[src/rtl/router_fsm.sv]
// router_fsm: input-side packet controller of the 1x3 router.
// Decodes the header {len, addr}, waits for the target FIFO to drain, then
// steers header, payload and parity bytes into that FIFO. The source is held
// off with busy while the FSM cannot take a byte.
// Optional feature macro: PARITY_CHECK_EN. When it is defined, parity is
// accumulated and checked and err is driven. When it is undefined, err is
// tied low and the packet completes on the parity-accept cycle.
//
// Handshake: a source byte is transferred on a rising clk edge where
// pkt_valid=1 and busy=0. The source must hold data_in stable while busy=1.
// A FIFO write happens in the cycle where wt_en is high. dout is 0 otherwise.
module router_fsm #(
    parameter int DATA_W = 8
) (
    input  logic              clk,
    input  logic              rst,
    input  logic              pkt_valid,
    input  logic [DATA_W-1:0] data_in,
    input  logic [2:0]        fifo_empty,
    input  logic [2:0]        fifo_full,
    input  logic [2:0]        soft_rst,
    output logic [2:0]        wt_en,
    output logic [DATA_W-1:0] dout,
    output logic              lfd_state,
    output logic              busy,
    output logic              err,
    output logic              pkt_done
);

    localparam int LEN_W = DATA_W - 2;

    typedef enum logic [2:0] {
        DECODE_ADDRESS  = 3'd0,
        WAIT_TILL_EMPTY = 3'd1,
        LOAD_FIRST_DATA = 3'd2,
        LOAD_DATA       = 3'd3,
        LOAD_PARITY     = 3'd4,
        CHECK_PARITY    = 3'd5
    } state_t;

    state_t state;
    state_t state_nx;

    logic [DATA_W-1:0] hdr_q;
    logic [LEN_W-1:0]  cnt_q;
    logic [1:0]        addr_q;
    logic [1:0]        hdr_addr;

    logic wr;        // a byte goes to FIFO addr_q this cycle
    logic load_hdr;  // header accepted in DECODE_ADDRESS
    logic dec_cnt;   // payload byte accepted

    logic soft_hit;
    logic full_hit;

    // Address 3 has no FIFO: picking its flag yields 0.
    function automatic logic pick(input logic [2:0] v, input logic [1:0] i);
        case (i)
            2'd0:    pick = v[0];
            2'd1:    pick = v[1];
            2'd2:    pick = v[2];
            default: pick = 1'b0;
        endcase
    endfunction

    assign addr_q   = hdr_q[1:0];
    assign hdr_addr = data_in[1:0];
    assign soft_hit = pick(soft_rst, addr_q);
    assign full_hit = pick(fifo_full, addr_q);

`ifdef PARITY_CHECK_EN
    logic [DATA_W-1:0] acc_q;
    logic              mismatch_q;
    logic              err_q;
    logic              par_acc;
    logic              do_check;
`endif

    // State register.
    always_ff @(posedge clk or posedge rst) begin
        if (rst) begin
            state <= DECODE_ADDRESS;
        end else begin
            state <= state_nx;
        end
    end

    // Next-state logic and combinational FIFO/source-side outputs.
    always_comb begin
        state_nx  = state;
        wr        = 1'b0;
        dout      = '0;
        lfd_state = 1'b0;
        busy      = 1'b0;
        pkt_done  = 1'b0;
        load_hdr  = 1'b0;
        dec_cnt   = 1'b0;
`ifdef PARITY_CHECK_EN
        par_acc   = 1'b0;
        do_check  = 1'b0;
`endif
        case (state)
            DECODE_ADDRESS: begin
                if (pkt_valid && (hdr_addr != 2'd3)) begin
                    load_hdr = 1'b1;
                    state_nx = pick(fifo_empty, hdr_addr) ? LOAD_FIRST_DATA
                                                          : WAIT_TILL_EMPTY;
                end
            end
            WAIT_TILL_EMPTY: begin
                busy = 1'b1;
                if (soft_hit) begin
                    state_nx = DECODE_ADDRESS;
                end else if (pick(fifo_empty, addr_q)) begin
                    state_nx = LOAD_FIRST_DATA;
                end
            end
            LOAD_FIRST_DATA: begin
                busy = 1'b1;
                if (soft_hit) begin
                    state_nx = DECODE_ADDRESS;
                end else if (!full_hit) begin
                    wr        = 1'b1;
                    dout      = hdr_q;
                    lfd_state = 1'b1;
                    state_nx  = (hdr_q[DATA_W-1:2] == '0) ? LOAD_PARITY : LOAD_DATA;
                end
            end
            LOAD_DATA: begin
                if (soft_hit) begin
                    busy     = 1'b1;
                    state_nx = DECODE_ADDRESS;
                end else begin
                    busy = full_hit;
                    if (pkt_valid && !full_hit) begin
                        wr      = 1'b1;
                        dout    = data_in;
                        dec_cnt = 1'b1;
                        if (cnt_q == LEN_W'(1)) begin
                            state_nx = LOAD_PARITY;
                        end
                    end
                end
            end
            LOAD_PARITY: begin
                if (soft_hit) begin
                    busy     = 1'b1;
                    state_nx = DECODE_ADDRESS;
                end else begin
                    busy = full_hit;
                    if (pkt_valid && !full_hit) begin
                        wr   = 1'b1;
                        dout = data_in;
`ifdef PARITY_CHECK_EN
                        par_acc  = 1'b1;
                        state_nx = CHECK_PARITY;
`else
                        pkt_done = 1'b1;
                        state_nx = DECODE_ADDRESS;
`endif
                    end
                end
            end
            CHECK_PARITY: begin
                busy     = 1'b1;
                state_nx = DECODE_ADDRESS;
                if (!soft_hit) begin
                    pkt_done = 1'b1;
`ifdef PARITY_CHECK_EN
                    do_check = 1'b1;
`endif
                end
            end
            default: begin
                state_nx = DECODE_ADDRESS;
            end
        endcase
    end

    // One-hot write enable toward the addressed FIFO.
    always_comb begin
        wt_en = 3'b000;
        if (wr) begin
            case (addr_q)
                2'd0:    wt_en = 3'b001;
                2'd1:    wt_en = 3'b010;
                2'd2:    wt_en = 3'b100;
                default: wt_en = 3'b000;
            endcase
        end
    end

    // Header register and remaining-payload counter.
    always_ff @(posedge clk or posedge rst) begin
        if (rst) begin
            hdr_q <= '0;
            cnt_q <= '0;
        end else if (load_hdr) begin
            hdr_q <= data_in;
            cnt_q <= data_in[DATA_W-1:2];
        end else if (dec_cnt) begin
            cnt_q <= cnt_q - LEN_W'(1);
        end
    end

`ifdef PARITY_CHECK_EN
    // Parity accumulator, per-packet mismatch flag and registered error.
    always_ff @(posedge clk or posedge rst) begin
        if (rst) begin
            acc_q      <= '0;
            mismatch_q <= 1'b0;
            err_q      <= 1'b0;
        end else begin
            if (load_hdr) begin
                acc_q <= data_in;
            end else if (dec_cnt) begin
                acc_q <= acc_q ^ data_in;
            end
            if (par_acc) begin
                mismatch_q <= (data_in != acc_q);
            end
            if (do_check) begin
                err_q <= mismatch_q;
            end
        end
    end

    assign err = err_q;
`else
    assign err = 1'b0;
`endif

endmodule
[config.mk]
export PLATFORM = sky130hd
export DESIGN_NAME = router_fsm
export DESIGN_NICKNAME = d
export VERILOG_FILES = /design/src/rtl/router_fsm.sv
export SDC_FILE = /design/constraint.sdc
export NUM_CORES = 1
export LEC_CHECK = 0
export BUFFER_PORTS_ARGS = -buffer_cell sky130_fd_sc_hd__buf_2
export CAP_MARGIN = 20
export CELL_PAD_IN_SITES_DETAIL_PLACEMENT = 0
export CELL_PAD_IN_SITES_GLOBAL_PLACEMENT = 2
export CORE_MARGIN = 3
export CORE_UTILIZATION = 30
export DETAILED_ROUTE_END_ITERATION = 16
export GPL_TIMING_DRIVEN = 0
export HOLD_SLACK_MARGIN = 0.15
export PLACE_DENSITY = 0.85
export SLEW_MARGIN = 25
export SYNTH_ARGS = -nofsm -noshare
export SYNTH_HDL_FRONTEND = slang
export SYNTH_SLANG_ARGS = --single-unit
export TNS_END_PERCENT = 100
[constraint.sdc]
create_clock -name clk -period 2.8 [get_ports clk]
set_input_delay 0 -clock clk [delete_from_list [all_inputs] [get_ports clk]]
set_output_delay 0 -clock clk [all_outputs]
set_load 0.005 [all_outputs]
# --- Yosys cells after proc, flatten, opt, wreduce, memory -nomap -nowiden ---
# Index checks and enable logic that the tools add are counted.
# W data, S select, Z words.
word_totals:
  ff_bits: 17
  out_inout_bits: 15
  elab_cells: 75
  inputBits: 20
op_classes:
  n_addsub: 1
  muxes: 43
  reduce_logical: 11
  n_eq_ne: 17
ops:
  columns: ["op", "count"]
  rows:
  - ["$mux W3", 12]
  - ["$mux W8", 4]
  - ["$pmux W8 S2", 1]
  - ["$ne A3 B3 Y1 const B", 5]
  - ["$pmux W3 S5", 1]
  - ["$mux W1", 14]
  - ["$mux W6", 2]
  - ["$pmux W1 S3", 4]
  - ["$pmux W3 S3", 1]
  - ["$eq A3 B2 Y1 const B", 2]
  - ["$eq A3 B3 Y1 const B", 2]
  - ["$eq A6 B1 Y1 const B", 1]
  - ["$logic_not A6 Y1", 1]
  - ["$pmux W1 S2", 3]
  - ["$reduce_and A6 Y1", 1]
  - ["$sub A6 B1 Y6 const B", 1]
  - ["$eq A2 B1 Y1 const B", 2]
  - ["$eq A2 B2 Y1 const B", 2]
  - ["$logic_not A2 Y1", 2]
  - ["$ne A2 B2 Y1 const B", 2]
  - ["$eq A3 B1 Y1 const B", 1]
  - ["$logic_not A3 Y1", 1]
  - ["$reduce_or A3 Y1", 1]
  - ["$logic_and A1 B1 Y1", 2]
  - ["other kinds (4)", 4]

# --- Logic depth before layout (Yosys ltp) ---
# Gate-level depths: netlist (run 1).
depth:
  depth_word: 9
  mapped_depth: 7
  mapped_depth_nobuf: 7

# --- Worst setup path before layout (run 1) ---
# OpenSTA, ideal clock, no wires.
synth_timing:
  kind: "flip-flop to flip-flop"
  start: "reg hdr_q[1]"
  end: "reg state[0]"
  arrival_ns: 1.903
  slack_ns: 0.772
  required_ns: 2.675
  period_less_slack_ns: 2.028
  path_stages_with_launch: 6
  path_buffers: 0
  setup_time_ns: 0.125
  path_cell_list: "dfrtp_1 > mux2i_2 > o211ai_4 > a32o_1 > a222oi_1 > mux2_2"
synth_between:
  elab_chain_cells: 6
  elab_cells_between_ends: 21
  classes_between: "eq/ne (7); mux (10); reduce/logical (4)"
synth_rtl:
  columns: ["item", "line", "text"]
  rows:
  - ["start, declared", "44", "logic [DATA_W-1:0] hdr_q;"]
  - ["start signal, assigned", "199", "hdr_q <= data_in;"]
  - ["$eq A2 B2 Y1, or another cell as far along", "58", "case (i)"]
  - ["$pmux W1 S3", "58", null]
  - ["$mux W1 or $logic_not A1 Y1 (tied branches)", "112, 135, 151", null]
  - ["$mux W1 or $logic_and A1 B1 Y1 (tied branches)", "102, 135, 151", null]
  - ["$ne A3 B3 Y1 (no source line)", null, null]
  - ["$reduce_and A6 Y1 (no source line)", null, null]
  - ["end signal, assigned", "84", "state <= state_nx;"]
  - ["end, declared", "41", "state_t state;"]
# Several ways; a longest one is shown, not always the timed one. The select of a mux whose other input is x is not followed.
# A chain may end at the register's enable or synchronous reset.

# --- Final worst setup path (run 1) ---
layout_timing:
  start: "reg hdr_q[1]"
  end: "out wt_en[2]"
layout_between:
  elab_chain_cells: 8
  elab_cells_between_ends: 14
  classes_between: "eq/ne (2); mux (9); reduce/logical (3)"
layout_rtl:
  columns: ["item", "line", "text"]
  rows:
  - ["$eq A2 B2 Y1, or another cell as far along", "58, 184", null]
  - ["$pmux W1 S3", "58", null]
  - ["$logic_not A1 Y1", "135, 151", null]
  - ["$logic_and A1 B1 Y1", "135, 151", null]
  - ["$mux W1", "135, 151", null]
  - ["$mux W1", "146", "if (soft_hit) begin"]
  - ["$pmux W1 S2", "102", "case (state)"]
  - ["$mux W3 (*)", "183", "if (wr) begin"]
  - ["end, declared", "22", "output logic [2:0] wt_en,"]
# Mark *: on every way between the ends. The rest lies on a longest branch, timed or not.

==> results of run 1 <==
-- through the flow --
| stage | power, uW | util |
|---|---|---|
| 2_1_floorplan | 1159 | - |
| 3_3_place_gp | 1380 | 0.3716 |
| 3_5_place_dp | 1398 | 0.3716 |
| 4_1_cts | 1610 | 0.4058 |
| 5_1_grt | 1729 | 0.4058 |
| 6_report | 1596 | 0.4058 |
-- logic make-up (layout without fill, tap and decap cells) --
kind of cell	after synthesis	after routing	share of synthesized area
other cells	1	1	0.002930
fa+ha+maj	2	2	0.01955
xor+xnor	5	5	0.03421
buf+inv	16	62	0.08113
mux	8	8	0.06940
simple gates	63	63	0.2610
compound gates	33	33	0.1994
flops	17	17	0.3324
-- metal layers --
layer	routed length, um	vias to the layer above	global-route usage	part of all wire
met5	0	-	0	0
met4	33	0	0.03132	0.0098
met3	183	4	0.01683	0.054
met2	1478	43	0.1990	0.44
met1	1679	601	0.1941	0.50
li1	-	615	-	-
-- worst register-to-register path, cell delays in order, from the launching register on --
cell and delay [ps]:
dfrtp_1 390, mux2i_2 340, o211ai_4 160, a32o_1 280, a222oi_1 550, mux2_2 400
-- cells in the mapped netlist (2+ instances only) --
library cell	number
nand3b_1	3
buf_4	3
a211oi_1	2
mux2i_1	3
mux2_2	4
o2111ai_1	2
nand3_1	3
xnor2_1	5
nor3_1	5
nor4_1	4
or3_1	2
a22o_1	7
inv_1	7
ha_1	2
nand2_1	30
nor2_1	7
buf_6	3
clkbuf_1	2
a21oi_1	4
o21ai_0	7
dfrtp_1	17
nor3b_1	3
-- report_power, final --
| part | switching, uW | internal [uW] |
|---|---|---|
| clock | 95.8 | 100 |
| combinational | 524 | 429 |
| sequential | 83.1 | 364 |
| total | 703 | 893 |
-- worst min path at each step --
stage                           to  cells after the start  slack, ps  startpoint
after detailed placement  state[1]                      2        130         rst
after global routing      cnt_q[5]                      4        230   pkt_valid
after global placement    state[1]                      2        120         rst
after CTS                 cnt_q[5]                      4        180   pkt_valid
after floorplan           cnt_q[0]                      1        -70         rst
final                     cnt_q[5]                      4        180   pkt_valid
-- flip-flops by register name, indices dropped and copies added (netlist names) --
register  cells
hdr_q         8
cnt_q         6
state         3
-- timing repair --
item | in CTS | in global routing
hold buffers | 9 | 0
hold endpoints to repair | 31 | 0
endpoints found under the setup margin | 0 | 0
-- area by class of cell --
cell class | instances | area, sq um
fillers | 427 | 2411
clock buffers | 3 | 41.29
well taps | 50 | 62.56
multi-input cells | 112 | 750.7
plain buffers | 9 | 77.57
flip-flops and latches | 17 | 425.4
inverters | 7 | 26.28
clock inverters | 1 | 7.507
repair buffers | 42 | 255.2
==> metrics, run 1 <==
outcome=finished clean; Post-CTS Setup Inserts=0; DRC Markers=0; fin. max-slew vios=0; syn_area_per_cell=8.827 sq um; Worst setup EP type=primary output; worst endpoint required time=2800 ps; R2R depth=5; Reg2Reg Setup Slack=570 ps; Seq/Total Area, Yosys=0.3324; Slowest Stage Delay on Critical Path=640 ps; GPL Wtd Cong=0.8142; number of synthesized flops with an enable pin=0; Setup TNS=0 ps; FMAX=408.4 MHz; CP Class=reg2out; worst-path maximum fanout=10; crit-path leading delay family=simple AND/OR/NAND/NOR gates; number of top-level pins=35; CTS buffer count=3; CP max-delay cell=nor4_4; Avg Vias per Cell=5.241; worst r2r dst=state[2]; unrepaired setup endpoints after global routing=false; fin nets=214; Final WS setup=351.6 ps; max_slew headroom=0.5471; chip height=71.32 um; Leakage Power=0.0007657 uW; DP Cell Count=228; Async SR Flop Fraction=1.000; Cell Rows=23; Synth top area share=0.3324; Yosys top cell by area=dfrtp_1; max cap viols=0; layout cell share with drive strength beyond 1=0.2984; commonest non-fill, non-tap cell in the layout=buf_2; Hold Crit Class=in2reg; clk root buf=clkbuf_8; Post-Layout Cell Count=241; final setup fails=0; CP startpoint kind=flip-flop; WP depth=7; Vias=1263; Reg clk slew, reported paths=80 ps; Overall Global Routing Usage=0.1302; Routed Wire Length=3.374 mm; CTS tree=built; Clock Path Buffers=2; CTS resizes=0; largest net degree at the start of global routing=18; launch point of the worst path=hdr_q[1]; DRT Pass-1 Iters=4; initial core utilization=0.3154; pre-CTS WS=575.2 ps; initial antenna violation count=0; Die Width=71.32 um; commonest cells after routing, fill and taps aside=33 x buf_2, 30 x nand2_1, 17 x dfrtp_1, 9 x dlygate4sd3_1; min Tclk post-route=2448 ps; Buffers on Ports=33; Net Count, Synth=167; Primary FF master, synth=dfrtp_1; vias in the first global route=1154; dpl hpwl=2.590 mm; VDD IR max=0.3099 mV; drt wl/cell=14.00 um; DRT iter0 DRCs=49; H-tree depth=1; Diodes inserted=0; Area Growth Syn to Fin=28.64%; final hold viol count=0; worst-path cell chain=buf_6 > mux2i_1 > o21ai_2 > nor4_4 > nor2_1 > nor3b_1 > buf_2; CTS Sinks=17; WP buf/inv=2; clk_lat worst skew=260 ps; Netlist cell types=42; clk_skew=7.837 ps; Final ANT Viol Nets=0; total global routing overflow=0; design area=0.001647 sq mm; Cell Pwr Density=969.3 mW/mm^2; Post-Syn Area=0.001280 sq mm; Tcrit/Tclk final=0.8744; CORE AREA=0.004058 sq mm; DIE AREA=0.005087 sq mm; crit path to=wt_en[2]; Seq cells post-synth=17; critical path arrival=2450 ps; Yosys warnings=0; Placed Area=0.001508 sq mm; final hold slack=180.1 ps; top cells by area, synth=dfrtp_1 33%, nand2_1 8.8%, a22o_1 4.8%; Gate Count Post-Synth=145; worst r2r src=hdr_q[1]; worst slew pin tran=675.7 ps; first-pass GRT wire length=5.368 mm
Note: power is estimated with default switching activity, not from simulation.
==> run 2: changes to the inputs <==
ABC_AREA = 1   (was not set)
BUFFER_PORTS_ARGS = not set   (was -buffer_cell sky130_fd_sc_hd__buf_2)
CORE_UTILIZATION = 33   (was 30)
CTS_CLUSTER_DIAMETER = 60   (was not set)
DONT_BUFFER_PORTS = 1   (was not set)
==> run 2 against run 1 <==
Sequential power up 2%; final cell count up 3.7%; global-route usage up 4.0 points; first-iteration DRC count up 57%.
==> metrics, run 2 <==
DRT iter0 DRCs=77; CP max-delay cell=dfrtp_1; Gate Count Post-Synth=188; Seq cells post-synth=17; initial core utilization=0.3603; min Tclk post-route=1818 ps; DIE AREA=0.004625 sq mm; Diodes inserted=0; Cell Rows=21; Slowest Stage Delay on Critical Path=460 ps; worst slew pin tran=685.5 ps; Post-Syn Area=0.001269 sq mm; final setup fails=0; CTS Sinks=17; CP startpoint kind=flip-flop; max cap viols=0; Area Growth Syn to Fin=17.65%; drt wl/cell=13.90 um; Fillers=384; VDD IR max=0.3649 mV; clk_skew=11.37 ps; clk_lat worst skew=260 ps; Async SR Flop Fraction=1.000; commonest cells after routing, fill and taps aside=34 x nand2_1, 30 x inv_1, 26 x nand3_1, 20 x o21ai_0, 19 x nor2_1; clk root buf=clkbuf_8; final hold viol count=0; Yosys top cell by area=dfrtp_1; top cells by area, synth=dfrtp_1 34%, nand3_1 10%, nand2_1 10%; WP buf/inv=2; syn_area_per_cell=6.748 sq um; Yosys warnings=0; max_slew headroom=0.5425; crit-path leading delay family=simple AND/OR/NAND/NOR gates; Final ANT Viol Nets=0; outcome=finished clean; Post-CTS Setup Inserts=0; total global routing overflow=0; worst endpoint required time=2800 ps; fin nets=227; dpl hpwl=2.651 mm; Overall Global Routing Usage=0.1701; Placed Area=0.001326 sq mm; CORE AREA=0.003521 sq mm; Cell Pwr Density=1020 mW/mm^2; DRC Markers=0; Worst setup EP type=primary output; worst-path maximum fanout=7; Routed Wire Length=3.475 mm; DRT Pass-1 Iters=4; layout cell share with drive strength beyond 1=0.09804; chip height=68.01 um; Synth top area share=0.3353; CTS buffer count=3; Netlist cell types=25; fin. max-slew vios=0; biggest regs=hdr_q x8, cnt_q x6, state x3; Leakage Power=0.0007412 uW; Buffers on Ports=0; Net Count, Synth=210; Primary FF master, synth=dfrtp_1; count leader, synth=nand2_1; max FFs per register=8; Reg with most FFs=hdr_q; first-pass GRT wire length=5.830 mm; Setup TNS=0 ps; design area=0.001493 sq mm; vias in the first global route=1293; H-tree depth=1; number of synthesized flops with an enable pin=0; number of top-level pins=35; Reg clk slew, reported paths=80 ps; register area=425.4 sq um; area of the multi-input gates=711.9 sq um; largest net degree at the start of global routing=18; Post-synth top cells=34 x nand2_1, 30 x inv_1, 26 x nand3_1; Vias=1303; Die Width=68.01 um; CTS tree=built; Tcrit/Tclk final=0.6491; Hold Crit Class=in2out; GPL Wtd Cong=0.7973; worst-path cell chain=inv_1 > nand3_1 > nand3_2 > nor2_4 > nand2_4 > nand2_2 > inv_2 > nor3_1; Seq/Total Area, Yosys=0.3353; initial antenna violation count=0; CP Class=reg2out; critical path arrival=1820 ps; unrepaired setup endpoints after global routing=false; Clock Path Buffers=2; commonest non-fill, non-tap cell in the layout=nand2_1; FMAX=550.2 MHz; Avg Vias per Cell=5.212
run 2: repair_timing:
item                                    in CTS  in global routing
gates resized for setup                      0                  0
endpoints found under the hold margin       32                  0
endpoints found under the setup margin       0                  0
hold buffers                                12                  0
run 2: stage by stage:
stage	total power [uW]	setup slack, ps	hold slack [ps]	utilization	std cells
after floorplan	1134	1390	-73.93	-	188
after global placement	1301	1096	36.91	0.3767	234
after detailed placement	1321	1100	36.90	0.3767	234
after CTS	1532	979.5	161.8	0.4240	250
after global routing	1696	799.7	170.1	0.4240	250
final	1523	982.4	159.9	0.4240	250
run 2: kinds of logic after synthesis:
group / Yosys count / share of synthesized area
buffers and inverters: 34 / 0.1036
AOI/OAI and AO/OA: 33 / 0.1430
other: 1 / 0.002956
xor gates and xnor gates: 1 / 0.006905
adders and majority gates: 2 / 0.01972
DFF: 17 / 0.3353
and+or+nand+nor: 100 / 0.3886
run 2: layout make-up:
type | instances | area share
Clock buffer | 3 | 0.02766
Tap cell | 46 | 0.03856
Buffer | 2 | 0.007544
Multi-Input combinational cell | 137 | 0.4769
Timing Repair Buffer | 12 | 0.08047
Sequential cell | 17 | 0.2850
Clock inverter | 1 | 0.003353
Inverter | 32 | 0.08047
run 2: power by group:
group / switching [uW] / internal (uW)
Combinational: 586 / 285
Clock: 95.1 / 99.1
Sequential: 93.7 / 364
Total: 775 / 748
run 2: final timing paths:
kind,slack (ps),depth (start not counted),end,from
setup / recovery,980,8,wt_en[2],hdr_q[1]
hold / removal,160,2,dout[2],data_in[2]
max in group asynchronous,2080,2,cnt_q[4],rst
min in group asynchronous,280,2,cnt_q[1],rst
hold reg to reg,520,2,cnt_q[1],cnt_q[1]
setup reg to reg,1120,6,hdr_q[1],state[0]
run 2: per-layer routing:
metal,vias up,GRT usage,wire length [um]
li1,647,-,-
met3,6,0.02463,238
met4,0,0.08685,75
met1,609,0.2085,1530
met2,41,0.2876,1630
met5,-,0,0
